==> config.mk <==
export PLATFORM = sky130hd
export DESIGN_NAME = triple_vote_sequencer
export DESIGN_NICKNAME = d
export VERILOG_FILES = /design/src/rtl/triple_vote_sequencer.sv
export SDC_FILE = /design/constraint.sdc
export NUM_CORES = 1
export LEC_CHECK = 0
export CAP_MARGIN = 25
export CORE_MARGIN = 4
export CORE_UTILIZATION = 45
export CTS_CLUSTER_DIAMETER = 80
export DETAILED_ROUTE_END_ITERATION = 16
export GPL_ROUTABILITY_DRIVEN = 0
export GPL_TIMING_DRIVEN = 0
export PLACE_DENSITY = 0.86
export SLEW_MARGIN = 20
export SYNTH_ARGS = -nofsm -noshare
export SYNTH_HDL_FRONTEND = slang
export SYNTH_SLANG_ARGS = --single-unit
export TNS_END_PERCENT = 50
==> constraint.sdc <==
create_clock -name clk -period 1.96 [get_ports clk]
set_input_delay 0.392 -clock clk [delete_from_list [all_inputs] [get_ports clk]]
set_output_delay 0.392 -clock clk [all_outputs]
set_load 0.02 [all_outputs]
==> src/rtl/triple_vote_sequencer.sv <==
// Collects three vote bits per round and emits majority/unanimity flags
// through valid/ready handshakes, counting delivered majority rounds.
module triple_vote_sequencer #(
  parameter int CNT_W = 8
) (
  input  logic             clk,
  input  logic             rst,
  input  logic             in_val,
  output logic             in_rdy,
  input  logic             in_bit,
  output logic             out_val,
  input  logic             out_rdy,
  output logic             out_maj,
  output logic             out_tri,
  input  logic             clr,
  output logic [CNT_W-1:0] count
);

  typedef enum logic {
    COLLECT,
    SEND
  } state_t;

  localparam logic [CNT_W-1:0] CNT_MAX = '1;

  state_t     state;
  state_t     state_nxt;
  logic [1:0] idx;
  logic [2:0] vote;
  logic       in_hs;
  logic       out_hs;
  logic       last;

  always_ff @(posedge clk) begin
    if (rst) state <= COLLECT;
    else     state <= state_nxt;
  end

  always_comb begin
    state_nxt = state;
    in_rdy    = 1'b0;
    out_val   = 1'b0;
    unique case (state)
      COLLECT: begin
        in_rdy = 1'b1;
        if (in_val && idx == 2'd2) state_nxt = SEND;
      end
      SEND: begin
        out_val = 1'b1;
        if (out_rdy) state_nxt = COLLECT;
      end
    endcase
    in_hs  = in_val && in_rdy;
    out_hs = out_val && out_rdy;
    last   = idx == 2'd2;
  end

  // Result flags are registered so outputs never depend on in_* directly.
  always_ff @(posedge clk) begin
    if (rst) begin
      idx     <= 2'd0;
      vote    <= 3'b000;
      out_maj <= 1'b0;
      out_tri <= 1'b0;
    end else if (in_hs) begin
      vote[idx] <= in_bit;
      if (last) begin
        idx     <= 2'd0;
        out_maj <= (vote[0] & vote[1]) | (vote[0] & in_bit)
                 | (vote[1] & in_bit);
        out_tri <= vote[0] & vote[1] & in_bit;
      end else begin
        idx <= idx + 2'd1;
      end
    end
  end

  always_ff @(posedge clk) begin
    if (rst || clr) begin
      count <= '0;
    end else if (out_hs && out_maj && count != CNT_MAX) begin
      count <= count + CNT_W'(1);
    end
  end

endmodule

Word level (Yosys, flattened, before mapping) --
Index checks and enable logic that the tools add are counted.
Storage, ports and cells: input bits 6, logic and storage cells 36, register bits 16
Cells by class: equality and inequality tests 2, order comparisons 2, bitwise logic cells 7, multiplexer cells 9, reduce and logical (&&, ||, !) cells 8, add/sub/neg operators 2
Operator list (number):
- adder 8 x 1 -> 8 bit, second input constant | 1
- inequality test 8 bit, second input constant | 1
- logical AND 1 bit | 6
- two-way mux 1 bit | 5
- AND 1 bit | 4
- bitwise mux 3 bit | 1
- < comparator 2 x 3 -> 1 bit, second input constant | 1
- adder 2 x 1 -> 2 bit, second input constant | 1
- demux 1 bit (select 2 bit) | 1
- == test 2 bit, second input constant | 1
- greater-or-equal comparator 2 x 1 -> 1 bit, second input constant | 1
- two-way mux 2 bit | 1
- bitwise OR 1 bit | 2
- case mux 1 bit (2 select lines) | 1
- AND reduction 2 bit | 1
- logical OR 1 bit | 1
- inverter 1 bit | 1

Longest topological paths before layout --
depth in word-level cells 5, mapped depth 5, depth with buffers taken out 5

Least setup slack after synthesis --
No wires, ideal clock.
kind register to register, start point register count[0], end point register count[1], arrival 1434 ps, library setup time 122 ps, cell stages (with the launch flop) 6, required time 1838 ps, setup slack 404 ps, buffers on the path 0, cell sequence dfxtp_1 -> ha_1 -> nand3_1 -> o21ai_0 -> mux2i_1 -> nor2_1
Between the ends: word-level cells in the longest chain between the ends 2, elaborated cells on any way between the ends 3
Ends and longest elaborated chain:
- start: declaration | RTL line 16 | output logic [CNT_W-1:0] count
- start signal: assignment | RTL line 82 | count <= count + CNT_W'(1);
- branches (longest 2 deep; another with adder 8 x 1 -> 8 bit)
Several ways; the timed one is not identified. A chain may end at the register's enable or synchronous reset.

Worst setup path after layout --
start point register count[2], end point output port count[2]
No word-level cell between the ends.

==> reports/qor.yml <==
setup_path:
  critical_path_buf_inv_count: 1
  end_kind: "output port"
  path_class: "reg -> out"
  cp_cell_sequence: "clkdlybuf4s50_1"
  worstPathRequired_ns: 1.57
  crit_end: "count[2]"
  start_kind: "flip-flop"
  cp.arrival_ns: 1.43
  max_stage_delay_ns: 0.66
  critPathLaunch: "count[2]$_SDFFE_PP0P_"
  timing.rr.start: "count[0]$_SDFFE_PP0P_"
  path_max_fanout: 7
  cp_top_family: "buffers and inverters"
  reg2reg_to: "count[1]$_SDFFE_PP0P_"
  critPathSlowestCell: "clkdlybuf4s50_1"
  r2r_setup_slack_ns: 0.37
  cp.depth: 1
  reg2reg_depth: 5
clock_network:
  cts_root_buffer: "clkbuf_4"
  clkTransAtPathRegs_ns: 0.08
  clock_latency_ns: 0.28
  post_cts_resized: 0
  cts_buffers: 3
  clock-sinks: 15
  max-clock-path-buffers: 2
  cts_setup_buffers: 0
  cts_max_level: 1
  cts_tree: "built"
  ctsHoldBuffers: 0
detailed_routing:
  detail-route-antenna-nets: 0
  finalWirelength_um: 1460
  first_pass_iters: 4
  vias: 622
  drc: 0
  drt_iter0_markers: 31
  routedWlPerCell_um: 13.0
  vias_per_cell: 5.55
global_routing:
  antenna_found_initial: 0
  grt_first_pass_wirelength_um: 2330
  grt_max_degree: 10
  overflow: 0
  grt_pass1_vias: 517
  grtUsageTotal_pct: 15.4
yosys:
  synthCells: 77
  yosysSeqAreaShare_pct: 43.5
  synthFlopType: "dfxtp_1"
  netlist_area_um2: 691
  yosys_warnings: 0
  ys_types: 30
  yosys-top-cells-area: "dfxtp_1, mux2i_1, nor2_1"
  ys_ff_latch: 15
  yosys.area.top_type: "dfxtp_1"
  yosys.area.top_type_share_pct: 43.5
  synth_nets: 84
  syn_area_per_cell_um2: 8.97
  synth_edf_count: 0
  async_flop_share_pct: 0
final_layout:
  design_area_um2: 896
  mostFrequentLayoutCells: "clkdlybuf4s50_1, dfxtp_1, nor2_1"
  area_growth_pct: 29.7
  drive_above_1_share_pct: 7.22
  layout_commonest_cell: "clkdlybuf4s50_1"
  antennaDiodeCount: 0
  final-instance-count-excl-fill: 112
  nets: 105
floorplanning:
  num_rows: 13
  die_h_um: 47.2
  start_util_pct: 50.5
  ios: 18
  dieWidth_um: 47.2
  die_area_mm2: 0.00223
  coreArea_mm2: 0.00137
sta:
  clock_skew_ns: 0.00231
  rsz0062_at_grt: "false"
  setup_tns_ns: 0
  clock.fmax_ghz: 0.549
  period_share_pct: 93.0
  hold_viol_final: 0
  max_slew_margin_pct: 74.8
  fin_crit_ns: 1.82
  setup_viol: 0
  slew_viol_final: 0
  worstMarginPinSlew_ns: 0.374
hold_path:
  hp-class: "in -> reg"
placed_design:
  port_buffers: 16
  postPlaceCellArea_um2: 870
  dpl.cell_count: 108
  hpwl_um: 1110
power_and_ir_drop:
  p_total_w: 0.000522
  p_leak_nw: 0.326
  ir_worst_vdd_v: 0.000448
  powerDensity_mw_per_mm2: 582
flow_run:
  cap_violations: 0
outcome:
  status: "finished, final reports clean"
flip-flops by register name, summed over array words and instances (netlist names):
register / flops
out_maj: 1
out_tri: 1
state: 1
idx: 2
count: 8
vote: 2
layer usage:
metal  routed length [um]  GRT usage, %  vias to the layer above
met2                  696          25.2                       14
met3                   74          5.75                        2
met4                   11          6.63                        0
li1                     -             -                      320
met1                  675          17.8                      286
met5                    0             0                        -
through the flow:
step	setup WS, ns	hold slack, ns	utilization (%)
floorplan	0.404	0.479	-
global placement	0.0280	0.480	63.6
detailed placement	-0.000193	0.489	63.6
CTS	0.135	0.455	65.6
global route	0.0793	0.466	65.6
finish	0.137	0.458	65.6
kinds of logic after synthesis:
group	Yosys count	synth area share (%)
simple gates	34	28.1
compound gates	15	13.2
flops	15	43.5
mux	5	7.25
buf+inv	4	2.17
xor+xnor	2	2.54
fa+ha+maj	2	3.26
worst register-to-register path, stage by stage (launching register included):
cell     delay [ns]
dfxtp_1        0.43
ha_1           0.29
nand3_1        0.12
o21ai_0        0.35
mux2i_1        0.23
nor2_1         0.05
power breakdown:
group,internal (W),switching (W)
combinational,0.0000185,0.0000171
sequential,0.000310,0.00000461
clock,0.0000789,0.0000925
total,0.000407,0.000114
cell type report:
cell class	instances	area, um^2
Inverter	2	7.51
Sequential cell	15	300
Buffer	2	7.51
Timing Repair Buffer	16	160
Tap cell	15	18.8
Clock buffer	4	26.3
Multi-Input combinational cell	58	375
Fill cell	125	470
cells in the mapped netlist (2+ instances only):
master / count
nor3_1: 2
inv_1: 2
dfxtp_1: 15
a21oi_1: 7
mux2i_1: 5
nand2_1: 4
nand3_1: 4
nor2_1: 12
o21ai_0: 3
a211oi_1: 2
clkbuf_1: 2
worst min-delay path by stage:
stage,startpoint,endpoint,slack (ns),cells after the start
4_1_cts,rst,out_tri$_SDFFE_PP0P_,0.46,2
6_report,rst,out_tri$_SDFFE_PP0P_,0.46,2
3_5_place_dp,out_tri$_SDFFE_PP0P_,out_tri$_SDFFE_PP0P_,0.49,2
3_3_place_gp,out_tri$_SDFFE_PP0P_,out_tri$_SDFFE_PP0P_,0.48,2
5_1_grt,rst,idx[0]$_SDFFE_PP0P_,0.47,2
2_1_floorplan,vote[0]$_SDFFE_PP0P_,vote[0]$_SDFFE_PP0P_,0.48,2
No activity file was read; power rests on OpenSTA's default activity.
